`src/rtl/hit_resolver_pkg.sv`:
```
// hit_resolver_pkg
//   Shared types and defaults for the hit resolver slice.
//   hit_state_t : resolver FSM state (SCAN, KILL, SCORE)
//   HR_*        : default formation/score parameters
//   to_bcd      : converts a decimal constant to packed BCD (up to 8 digits)
package hit_resolver_pkg;

  typedef logic [1:0] hit_state_t;

  localparam hit_state_t SCAN  = 2'd0;
  localparam hit_state_t KILL  = 2'd1;
  localparam hit_state_t SCORE = 2'd2;

  localparam int HR_NUM_ENEMIES   = 55;
  localparam int HR_IDX_W         = 6;
  localparam int HR_SCORE_DIGITS  = 4;
  localparam int HR_SCORE_PER_HIT = 10;

  function automatic logic [31:0] to_bcd(input int unsigned v);
    logic [31:0] r;
    int unsigned t;
    r = '0;
    t = v;
    for (int i = 0; i < 8; i++) begin
      r[4*i +: 4] = 4'(t % 10);
      t = t / 10;
    end
    return r;
  endfunction

endpackage

```
`src/rtl/hit_resolver_if.sv`:
```
// hit_resolver_if
//   Bundles the pixel-side hit strobe, the kill handshake and the HUD/bullet
//   outputs of the hit resolver.
//   master : colour mapper / game-state side (drives hit, frame_end, kill_ready)
//   slave  : the resolver itself
interface hit_resolver_if
  import hit_resolver_pkg::*;
#(
  parameter int IDX_W        = HR_IDX_W,
  parameter int SCORE_DIGITS = HR_SCORE_DIGITS
);
  logic                      frame_end;
  logic                      hit;
  logic [IDX_W-1:0]          enemy_idx;
  logic [9:0]                DrawX;
  logic [9:0]                DrawY;
  logic                      kill_valid;
  logic [IDX_W-1:0]          kill_idx;
  logic                      kill_ready;
  logic                      bullet_clear;
  logic [9:0]                hit_x;
  logic [9:0]                hit_y;
  logic [4*SCORE_DIGITS-1:0] score_bcd;
  logic                      all_dead;

  modport master (
    output frame_end, hit, enemy_idx, DrawX, DrawY, kill_ready,
    input  kill_valid, kill_idx, bullet_clear, hit_x, hit_y, score_bcd, all_dead
  );

  modport slave (
    input  frame_end, hit, enemy_idx, DrawX, DrawY, kill_ready,
    output kill_valid, kill_idx, bullet_clear, hit_x, hit_y, score_bcd, all_dead
  );
endinterface

```
`src/rtl/hit_resolver_bcd_digit_add.sv`:
```
// bcd_digit_add
//   One BCD digit adder: a_i + b_i + cin_i -> sum_o (BCD) and cout_o.
//   Inputs are assumed to be valid BCD digits (0..9).
module bcd_digit_add (
  input  logic [3:0] a_i,
  input  logic [3:0] b_i,
  input  logic       cin_i,
  output logic [3:0] sum_o,
  output logic       cout_o
);
  logic [4:0] raw;

  assign raw    = {1'b0, a_i} + {1'b0, b_i} + {4'b0, cin_i};
  assign cout_o = (raw > 5'd9);
  // Adding 6 skips the six unused codes and wraps back into 0..9.
  assign sum_o  = cout_o ? 4'(raw + 5'd6) : raw[3:0];
endmodule

```
`src/rtl/hit_resolver.sv`:
```
// hit_resolver
//   Latches the first live enemy hit of each frame and resolves it at frame
//   end: kill handshake to the enemy array, a bullet-clear pulse and a BCD
//   score update performed one digit per cycle with a shared digit adder.
//   Clk   : system clock
//   Reset : synchronous, active-high
//   bus   : hit_resolver_if.slave (hit strobe, pixel position, frame_end,
//           kill handshake, bullet_clear, hit_x/hit_y, score_bcd, all_dead)
module hit_resolver
  import hit_resolver_pkg::*;
#(
  parameter int NUM_ENEMIES   = HR_NUM_ENEMIES,
  parameter int IDX_W         = HR_IDX_W,
  parameter int SCORE_DIGITS  = HR_SCORE_DIGITS,
  parameter int SCORE_PER_HIT = HR_SCORE_PER_HIT
) (
  input logic          Clk,
  input logic          Reset,
  hit_resolver_if.slave bus
);
  localparam int SW    = 4 * SCORE_DIGITS;
  localparam int CNT_W = $clog2(NUM_ENEMIES + 1);
  localparam int DIG_W = (SCORE_DIGITS > 1) ? $clog2(SCORE_DIGITS) : 1;

  localparam logic [31:0]      SPH_BCD32 = to_bcd(SCORE_PER_HIT);
  localparam logic [SW-1:0]    SPH_BCD   = SPH_BCD32[SW-1:0];
  localparam logic [SW-1:0]    SCORE_MAX = {SCORE_DIGITS{4'h9}};
  localparam logic [CNT_W-1:0] KILLS_ALL = CNT_W'(NUM_ENEMIES);
  localparam logic [DIG_W-1:0] LAST_DIG  = DIG_W'(SCORE_DIGITS - 1);
  localparam logic [IDX_W:0]   NUM_E     = (IDX_W + 1)'(NUM_ENEMIES);

  hit_state_t             state_q, state_d;
  logic                   pending_q, pending_d;
  logic [IDX_W-1:0]       pend_idx_q, pend_idx_d;
  logic [9:0]             pend_x_q, pend_x_d;
  logic [9:0]             pend_y_q, pend_y_d;
  logic [NUM_ENEMIES-1:0] alive_q, alive_d;
  logic [CNT_W-1:0]       kill_cnt_q, kill_cnt_d;
  logic [9:0]             hit_x_q, hit_x_d;
  logic [9:0]             hit_y_q, hit_y_d;
  logic [SW-1:0]          score_q, score_d;
  logic [DIG_W-1:0]       digit_q, digit_d;
  logic                   carry_q, carry_d;
  logic                   all_dead_q, all_dead_d;

  logic [2**IDX_W-1:0]    alive_ext;
  logic                   capture;
  logic                   kill_vld;
  logic                   handshake;
  logic [3:0]             dig_a, dig_b, dig_sum;
  logic                   dig_cout;

  // Zero-extend the alive mask so any enemy_idx can index it; out-of-range
  // indices read as dead and are dropped.
  always_comb begin
    alive_ext                  = '0;
    alive_ext[NUM_ENEMIES-1:0] = alive_q;
  end

  assign capture   = bus.hit && !pending_q && ({1'b0, bus.enemy_idx} < NUM_E)
                     && alive_ext[bus.enemy_idx];
  assign kill_vld  = (state_q == KILL);
  assign handshake = kill_vld && bus.kill_ready;

  // The single digit adder is steered to the digit selected by digit_q.
  always_comb begin
    dig_a = '0;
    dig_b = '0;
    for (int i = 0; i < SCORE_DIGITS; i++) begin
      if (digit_q == i[DIG_W-1:0]) begin
        dig_a = score_q[4*i +: 4];
        dig_b = SPH_BCD[4*i +: 4];
      end
    end
  end

  bcd_digit_add u_bcd (
    .a_i    (dig_a),
    .b_i    (dig_b),
    .cin_i  (carry_q),
    .sum_o  (dig_sum),
    .cout_o (dig_cout)
  );

  always_comb begin
    state_d    = state_q;
    pending_d  = pending_q;
    pend_idx_d = pend_idx_q;
    pend_x_d   = pend_x_q;
    pend_y_d   = pend_y_q;
    alive_d    = alive_q;
    kill_cnt_d = kill_cnt_q;
    hit_x_d    = hit_x_q;
    hit_y_d    = hit_y_q;
    score_d    = score_q;
    digit_d    = digit_q;
    carry_d    = carry_q;
    all_dead_d = all_dead_q;

    if (capture) begin
      pending_d  = 1'b1;
      pend_idx_d = bus.enemy_idx;
      pend_x_d   = bus.DrawX;
      pend_y_d   = bus.DrawY;
    end

    case (state_q)
      SCAN: begin
        // pending_q, not pending_d: a hit on the frame_end cycle waits a frame.
        if (bus.frame_end && pending_q) state_d = KILL;
      end
      KILL: begin
        if (bus.kill_ready) begin
          for (int i = 0; i < NUM_ENEMIES; i++) begin
            if (i[IDX_W-1:0] == pend_idx_q) alive_d[i] = 1'b0;
          end
          kill_cnt_d = kill_cnt_q + 1'b1;
          if (kill_cnt_d == KILLS_ALL) all_dead_d = 1'b1;
          hit_x_d   = pend_x_q;
          hit_y_d   = pend_y_q;
          pending_d = 1'b0;
          digit_d   = '0;
          carry_d   = 1'b0;
          state_d   = SCORE;
        end
      end
      SCORE: begin
        for (int i = 0; i < SCORE_DIGITS; i++) begin
          if (digit_q == i[DIG_W-1:0]) score_d[4*i +: 4] = dig_sum;
        end
        carry_d = dig_cout;
        digit_d = digit_q + 1'b1;
        if (digit_q == LAST_DIG) begin
          // Carry out of the top digit means the score overflowed.
          if (dig_cout) score_d = SCORE_MAX;
          carry_d = 1'b0;
          digit_d = '0;
          state_d = SCAN;
        end
      end
      default: state_d = SCAN;
    endcase
  end

  always_ff @(posedge Clk) begin
    if (Reset) begin
      state_q    <= SCAN;
      pending_q  <= 1'b0;
      alive_q    <= '1;
      kill_cnt_q <= '0;
      hit_x_q    <= '0;
      hit_y_q    <= '0;
      score_q    <= '0;
      digit_q    <= '0;
      carry_q    <= 1'b0;
      all_dead_q <= 1'b0;
    end else begin
      state_q    <= state_d;
      pending_q  <= pending_d;
      alive_q    <= alive_d;
      kill_cnt_q <= kill_cnt_d;
      hit_x_q    <= hit_x_d;
      hit_y_q    <= hit_y_d;
      score_q    <= score_d;
      digit_q    <= digit_d;
      carry_q    <= carry_d;
      all_dead_q <= all_dead_d;
    end
  end

  // Captured hit data is only consumed while pending_q is set.
  always_ff @(posedge Clk) begin
    pend_idx_q <= pend_idx_d;
    pend_x_q   <= pend_x_d;
    pend_y_q   <= pend_y_d;
  end

  assign bus.kill_valid   = kill_vld;
  assign bus.kill_idx     = kill_vld ? pend_idx_q : '0;
  assign bus.bullet_clear = handshake;
  assign bus.hit_x        = hit_x_q;
  assign bus.hit_y        = hit_y_q;
  assign bus.score_bcd    = score_q;
  assign bus.all_dead     = all_dead_q;
endmodule
```
`src/flat_wrapper.sv`:
```
// flat-port wrapper written by rule: the top's interface ports become plain ports
module hit_resolver_flat import hit_resolver_pkg::*;
#(
  parameter int NUM_ENEMIES   = HR_NUM_ENEMIES,
  parameter int IDX_W         = HR_IDX_W,
  parameter int SCORE_DIGITS  = HR_SCORE_DIGITS,
  parameter int SCORE_PER_HIT = HR_SCORE_PER_HIT
)
  (Clk, Reset, bus_frame_end, bus_hit, bus_enemy_idx, bus_DrawX, bus_DrawY, bus_kill_ready, bus_kill_valid, bus_kill_idx, bus_bullet_clear, bus_hit_x, bus_hit_y, bus_score_bcd, bus_all_dead);
  hit_resolver_if #(.IDX_W(IDX_W), .SCORE_DIGITS(SCORE_DIGITS)) bus_i ();
  input logic Clk;
  input logic Reset;
  input wire logic [$bits(bus_i.frame_end)-1:0] bus_frame_end;
  input wire logic [$bits(bus_i.hit)-1:0] bus_hit;
  input wire logic [$bits(bus_i.enemy_idx)-1:0] bus_enemy_idx;
  input wire logic [$bits(bus_i.DrawX)-1:0] bus_DrawX;
  input wire logic [$bits(bus_i.DrawY)-1:0] bus_DrawY;
  input wire logic [$bits(bus_i.kill_ready)-1:0] bus_kill_ready;
  output wire logic [$bits(bus_i.kill_valid)-1:0] bus_kill_valid;
  output wire logic [$bits(bus_i.kill_idx)-1:0] bus_kill_idx;
  output wire logic [$bits(bus_i.bullet_clear)-1:0] bus_bullet_clear;
  output wire logic [$bits(bus_i.hit_x)-1:0] bus_hit_x;
  output wire logic [$bits(bus_i.hit_y)-1:0] bus_hit_y;
  output wire logic [$bits(bus_i.score_bcd)-1:0] bus_score_bcd;
  output wire logic [$bits(bus_i.all_dead)-1:0] bus_all_dead;
  assign bus_i.frame_end = bus_frame_end;
  assign bus_i.hit = bus_hit;
  assign bus_i.enemy_idx = bus_enemy_idx;
  assign bus_i.DrawX = bus_DrawX;
  assign bus_i.DrawY = bus_DrawY;
  assign bus_i.kill_ready = bus_kill_ready;
  assign bus_kill_valid = bus_i.kill_valid;
  assign bus_kill_idx = bus_i.kill_idx;
  assign bus_bullet_clear = bus_i.bullet_clear;
  assign bus_hit_x = bus_i.hit_x;
  assign bus_hit_y = bus_i.hit_y;
  assign bus_score_bcd = bus_i.score_bcd;
  assign bus_all_dead = bus_i.all_dead;
  hit_resolver #(.NUM_ENEMIES(NUM_ENEMIES), .IDX_W(IDX_W), .SCORE_DIGITS(SCORE_DIGITS), .SCORE_PER_HIT(SCORE_PER_HIT)) u_core (.Clk(Clk), .Reset(Reset), .bus(bus_i));
endmodule
```
`config.mk`:
```
export PLATFORM = sky130hd
export DESIGN_NAME = hit_resolver_flat
export DESIGN_NICKNAME = d
export VERILOG_FILES = /design/src/rtl/hit_resolver_pkg.sv /design/src/rtl/hit_resolver_if.sv /design/src/rtl/hit_resolver_bcd_digit_add.sv /design/src/rtl/hit_resolver.sv /design/src/flat_wrapper.sv
export SDC_FILE = /design/constraint.sdc
export NUM_CORES = 1
export LEC_CHECK = 0
export BUFFER_PORTS_ARGS = -buffer_cell sky130_fd_sc_hd__buf_2
export CAP_MARGIN = 15
export CORE_ASPECT_RATIO = 1.75
export CORE_MARGIN = 2
export CORE_UTILIZATION = 40
export DETAILED_ROUTE_END_ITERATION = 6
export SETUP_SLACK_MARGIN = 0.4
export SYNTH_ARGS = -nofsm -noshare
export SYNTH_HDL_FRONTEND = slang
export SYNTH_HIERARCHICAL = 1
export SYNTH_SLANG_ARGS = --single-unit
```
`constraint.sdc`:
```
create_clock -name Clk -period 4.75 [get_ports Clk]
set_input_delay 0.2375 -clock Clk [delete_from_list [all_inputs] [get_ports Clk]]
set_output_delay 0.2375 -clock Clk [all_outputs]
set_load 0.01 [all_outputs]
```
**After elaboration in Yosys (flattened, before gate mapping)**

Cells that the tools add are included.

- Memories: 0
- ROM bits: 0
- Input port bits: 31
- Register bits after elaboration: 130
- Latch bits: 0
- Bits in writable memories: 0
- Output and inout bits: 45
- Logic and storage cells: 237

- Bitwise logic cells: 0
- Order comparisons: 3
- Eq/ne operators: 63
- Reduce and logical (&&, ||, !) cells: 69
- Div/mod/pow operators: 0
- Shift operators: 0
- $mul: 0
- $add $sub $neg: 5
- Multiplexer cells: 30

Operators with widths:

| cell | number |
|---|---|
| $reduce_and A3 Y1 | 57 |
| $eq A6 B6 Y1 const A | 23 |
| $eq A5 B6 Y1 const A | 16 |
| $eq A4 B6 Y1 const A | 8 |
| $mux W4 | 9 |
| $mux W16 | 2 |
| $eq A3 B6 Y1 const A | 4 |
| $eq A2 B6 Y1 const A | 2 |
| $mux W2 | 5 |
| $mux W1 | 9 |
| $lt A6 B7 Y1 const B | 1 |
| $add A6 B1 Y6 const B | 1 |
| $bmux W1 S6 | 1 |
| $eq A1 B6 Y1 const A | 1 |
| $eq A2 B2 Y1 const B | 3 |
| $eq A6 B6 Y1 const B | 1 |
| $logic_not A6 Y1 | 1 |
| $lt A6 B6 Y1 const B | 1 |
| $mux W6 | 1 |
| $pmux W2 S3 | 1 |
| $add A4 B1 Y5 | 1 |
| $add A5 B1 Y5 | 1 |
| $gt A5 B4 Y1 const B | 1 |
| $logic_and A1 B1 Y1 | 5 |
| other kinds (11) | 15 |

**Logic depth before layout (Yosys ltp)**

- Depth in word-level cells: 12
- Mapped depth: 17

**Hierarchy**

The synthesis kept the hierarchy.

Modules (own cells, without submodules):

| module | sequential area each (um2) | area each (um2) | instances | cells each |
|---|---|---|---|---|
| hit_resolver | 2862.7 | 5352.6 | 1 | 545 |
| bcd_digit_add | 0.0 | 211.5 | 1 | 22 |

**Least setup slack after synthesis**

OpenSTA, ideal clock, no wires.

- Path type: input port to flip-flop
- Start: input bus_enemy_idx[0]
- End: register u_core.pend_idx_q[0], enable pin
- Setup time: 0.475 ns
- Slack: 0.626 ns
- Cell stages on the path: 7
- Data arrival time: 3.650 ns
- Path through: buf_6 clkbuf_8 mux4_1 mux2i_1 nor2_1 o22ai_2 nor4_1

- Cells in the longest elaborated chain, start to end: 3
- Elaborated cells between the ends (all ways): 5

Ends and longest elaborated chain:

| what | RTL line | text |
|---|---|---|
| start: declaration | flat_wrapper.sv:15 | `input wire logic [$bits(bus_i.enemy_idx)-1:0] bus_enemy_idx;` |
| $bmux W1 S6 or $lt A6 B6 Y1 (tied branches) | hit_resolver.sv:61, hit_resolver.sv:60 |  |
| $mux W1 (not written as such) or $logic_and A1 B1 Y1 (tied branches) | hit_resolver.sv:61, hit_resolver.sv:60 |  |
| $logic_and A1 B1 Y1 (*) | hit_resolver.sv:61 | `&& alive_ext[bus.enemy_idx];` |
| net u_core.capture | hit_resolver.sv:47 | `logic capture;` |
| end signal: assignment | hit_resolver.sv:173 | `pend_idx_q <= pend_idx_d;` |
| end: declaration | hit_resolver.sv:34 | `logic [IDX_W-1:0] pend_idx_q, pend_idx_d;` |

Mark *: on every way through the listed nets, which the timed path passes. The rest lies on a longest branch. The select of a mux whose other input is x is not followed.
A chain may end at the register's enable or synchronous reset.

**Worst setup path after layout**

- Start: register u_core.digit_q[0]
- End: register u_core.score_q[1] (netlist: u_core/bus.score_bcd[1])

- Cells in the longest elaborated chain, start to end: 12
- Elaborated cells between the ends (all ways): 19

Ends and longest elaborated chain:

| what | RTL line | text |
|---|---|---|
| start: declaration | hit_resolver.sv:42 | `logic [DIG_W-1:0] digit_q, digit_d;` |
| start signal: assignment | hit_resolver.sv:165 | `digit_q <= digit_d;` |
| $logic_not A2 Y1 | hit_resolver.sv:70 | `if (digit_q == i[DIG_W-1:0]) begin` |
| $mux W4 (3 in series) | hit_resolver.sv:70 |  |
| $mux W4 (*) | hit_resolver.sv:70 |  |
| net u_core.dig_a[0] | hit_resolver.sv:50 | `logic [3:0] dig_a, dig_b, dig_sum;` |
| $add A4 B1 Y5 (*) | hit_resolver_bcd_digit_add.sv:13 | `assign raw = {1'b0, a_i} + {1'b0, b_i} + {4'b0, cin_i};` |
| $add A5 B1 Y5 (*) | hit_resolver_bcd_digit_add.sv:13 |  |
| $gt A5 B4 Y1 (*) | hit_resolver_bcd_digit_add.sv:14 | `assign cout_o = (raw > 5'd9);` |
| net u_core.dig_cout | hit_resolver.sv:51 | `logic dig_cout;` |
| $mux W4 | hit_resolver_bcd_digit_add.sv:16 | `assign sum_o = cout_o ? 4'(raw + 5'd6) : raw[3:0];` |
| $mux W4 | hit_resolver.sv:129 | `if (digit_q == i[DIG_W-1:0]) score_d[4*i +: 4] = dig_sum;` |
| $mux W16 | hit_resolver.sv:135 | `if (dig_cout) score_d = SCORE_MAX;` |
| $mux W16 (*) | hit_resolver.sv:133 | `if (digit_q == LAST_DIG) begin` |
| end signal: assignment | hit_resolver.sv:164 | `score_q <= score_d;` |
| end: declaration | hit_resolver.sv:41 | `logic [SW-1:0] score_q, score_d;` |

Mark *: on every way through the listed nets, which the timed path passes. The rest lies on a longest branch.

==> results by group <==
Run status
  – Outcome: finished clean

Layout
  – Most frequent cells in the layout: dfxtp_1 (104), nand2_1 (77), buf_2 (75)
  – Cell area after layout: 6800 um^2
  – Most common cell after layout, fill and taps aside: dfxtp_1
  – Layout overhead on the synthesized area: 22.3%
  – Layout Nets: 695
  – Layout Cells excl Fill: 842
  – # diodes: 0
  – Share of layout cells above drive strength 1: between 10% and 20%

Clocking
  – Clk buf depth: 2
  – Setup repair bufs after CTS: 0
  – Clock latency on the worst-skew pair: 0.41 ns
  – CTS tree: yes
  – Clock root buffer: clkbuf_16
  – Clock H-tree levels: 4
  – Clock Sinks: 130
  – Clk slew on worst S/H paths: ~0.060 ns
  – Num CTS Buffers: 17

GRT
  – Global route hottest layer: met2
  – Initial antenna violation count: 1
  – Tot GR Track Use: 18.1%
  – Pin count of the biggest net entering global routing: 58
  – GR Overflow Total: 0
  – M1 GR Usage: between 10% and 20%
  – First-pass GRT wire length: roughly 21,000 um
  – Met3 Use GR: 4.58%
  – Vias in the first global route: 4,391
  – Grt met2 use: 32.8%

Logic synthesis
  – Synthesis warning total: 6
  – Top cell type's share of synthesized area: 37.4%
  – Sequential element share of the synthesized area: about half
  – Cell taking the most area after synthesis: dfxtp_1
  – Main synth FF type: dfxtp_1
  – Flops & latches, synth: 130
  – Mean Syn Cell Area: 9.81 um^2
  – Mapped Area: 5560 um^2
  – Cells after synthesis: 567
  – Post-synth ARST share: 0%
  – Post-synth EDFFs: 26
  – Top cells by area, synth: dfxtp_1 (37%), edfxtp_1 (14%), nand2b_1 (5.8%)
  – Yosys cell types: 53

Worst hold path
  – Hold Crit Class: input port to register
  – Hold Path Depth: 1
  – Hold path start: bus_enemy_idx[4]
  – Endpoint of the worst hold-timing path: u_core/pend_idx_q[4]

Floorplanning
  – Rows: 57
  – DIE AREA: 14,900 um^2
  – Die X: 93.2 um
  – Initial Util: 40.4%
  – Core box area: 13,800 um^2
  – IO Count: 76
  – DIE HEIGHT: 160 um

Routing
  – Final wirelength: between 10,000 and 15,000 um
  – DR pass1 iterations: 5
  – Avg WL per Cell: 15.8 um
  – Initial drt markers: 214
  – Via Count: 4,409
  – Vias/cell: 5.24
  – DR DRC count: 0
  – Antenna Nets Post-Route: 0

Pwr
  – Switching Share: 25.5%
  – Power Density: around 380 nW/um^2
  – VDD IR max: between 0.2 and 0.3 mV
  – Net switching power: 0.000654 W
  – Total Power: about 0.0026 W
  – Portion of total power attributed to sequential cells: between 40 and 50%
  – Internal power: 0.00191 W
  – Logic pwr share: 6.4%
  – LEAKAGE: 2.59 nW
  – Clk pwr share: 47.9%

Timing
  – Setup-failing EPs final: 0
  – Final count of hold timing violations: 0
  – Slew Viols, Final: 0
  – Final period util: 84.7%
  – Min cycle time layout: 4.02 ns
  – Worst slew pin tran: 1.03 ns
  – Setup Skew: 0.00875 ns
  – Setup_tns: 0 ns
  – Fmax: 248 MHz
  – Worst slew margin: 31.6%
  – Final WS setup: 0.725 ns
  – RSZ-0062 raised after global routing: false

Setup path
  – Worst reg2reg path depth: 15
  – Max incr delay on CP: 0.52 ns
  – Worst EP required: 5.05 ns
  – CP top delay family: adder cells
  – Reg-to-reg setup timing slack: 0.73 ns
  – WP data arrival: 4.32 ns
  – Type of origin of the critical path: register
  – Critical Path Sink Type: register
  – Critical R2R Launch: u_core/digit_q[0]
  – Critical path peak fanout: 7
  – Worst path slowest cell: fa_1
  – Most frequent CP cell: a21oi_1
  – CP Cell Sequence: inv_1 > ha_1 > nand3b_1 > a21oi_1 > a21oi_1 > o21ai_0 > fa_1 > fa_1 > xnor2_1 > ha_1 > a31o_1 > o31ai_4 > nand3_1 > nand2b_2 > a21oi_1
  – Worst path bufs/invs: 1
  – Kind of critical path: register to register
  – Reg-to-Reg End: u_core/bus.score_bcd[1]

Placement
  – Place WS: approximately 0.64 ns
  – Placer congestion estimate: 0.819
  – Dpl hpwl: about 9100 um
  – Placed Instances: 790
  – Port Buf Inserts: between 70 and 80
  – Placement Cell Area: between 6000 and 7000 um^2

Flow run
  – Max_cap viols: 0
## synth_stat cells (all sizes together), types with 3 or more instances
cell      n
nand2b   52
edfxtp   26
nand3    28
xnor2     5
o221ai    3
o21ai    53
mux4     10
nand4     3
and3      3
clkbuf   26
inv       6
o22ai     3
and2      6
a21o      8
ha       10
nor2     18
nor2b     9
nor3      5
dfxtp   104
xor2      4
mux2i    17
a21oi    52
a31oi     3
nand3b    8
nand2    78
buf       9
## timing repair
action	CTS	global route
setup endpoints to repair	0	7
hold buffers	20	0
resized for setup	0	2
endpoints found under the hold margin	20	0
## final cells by class
| cell class | instances | area [um^2] |
|---|---|---|
| fillers | 1271 | 6960 |
| flip-flops and latches | 130 | 2860 |
| multi-input cells | 399 | 2540 |
| repair buffers | 98 | 598 |
| clock buffers | 17 | 425 |
| well taps | 177 | 221 |
| clock inverters | 15 | 136 |
| inverters | 6 | 22.5 |
## routing by layer
layer / vias up / routed length, um
li1: 2148 / -
met1: 2110 / 5170
met2: 118 / 7030
met3: 33 / 575
met4: 0 / 494
met5: - / 0
## sequential cells by signal (all words and copies together) (netlist names)
register and cells:
u_core/bus.hit_x 10, u_core/pending_q 1, u_core/pend_idx_q 6, u_core/alive_q 55, u_core/kill_cnt_q 6, u_core/carry_q 1, u_core/pend_y_q 10, u_core/state_q 2
u_core/pend_x_q 10, u_core/bus.all_dead 1, u_core/bus.hit_y 10, u_core/bus.score_bcd 16, u_core/digit_q 2
## power groups by stage
stage / clock network, W / logic, W / registers [W]
after global placement: 0 / 0.000149 / 0.00119
after floorplan: 0 / 0.000103 / 0.00119
final: 0.00123 / 0.000165 / 0.00117
after detailed placement: 0 / 0.000151 / 0.00119
after CTS: 0.00126 / 0.000165 / 0.00117
after global routing: 0.00130 / 0.000180 / 0.00117
## per-stage QoR
step / hold slack, ns / util, %
after floorplan: 0.336 / -
after global placement: 0.416 / 43.9
after detailed placement: 0.416 / 43.9
after CTS: 0.0751 / 49.4
after global routing: 0.0863 / 49.4
final: 0.0988 / 49.4
## logic make-up after synthesis
kind of cell,share of synthesized area [%]
simple gates,19.5
compound gates,13.5
flops,51.5
buf+inv,3.37
mux,7.71
fa+ha+maj,2.97
xor+xnor,1.42
other cells,0.0674
## worst max-delay path by stage
stage	cells after the start	startpoint	slack [ns]	end
6_report	15	u_core/digit_q[0]	0.73	u_core/bus.score_bcd[1]
5_1_grt	15	u_core/digit_q[0]	0.46	u_core/bus.score_bcd[1]
4_1_cts	14	u_core/digit_q[0]	0.63	u_core/bus.score_bcd[1]
3_5_place_dp	14	u_core/digit_q[0]	0.64	u_core/bus.score_bcd[1]
3_3_place_gp	14	u_core/digit_q[0]	0.79	u_core/bus.score_bcd[2]
2_1_floorplan	7	bus_enemy_idx[0]	0.63	u_core/pend_idx_q[0]
(Power assumes the default switching activity.)
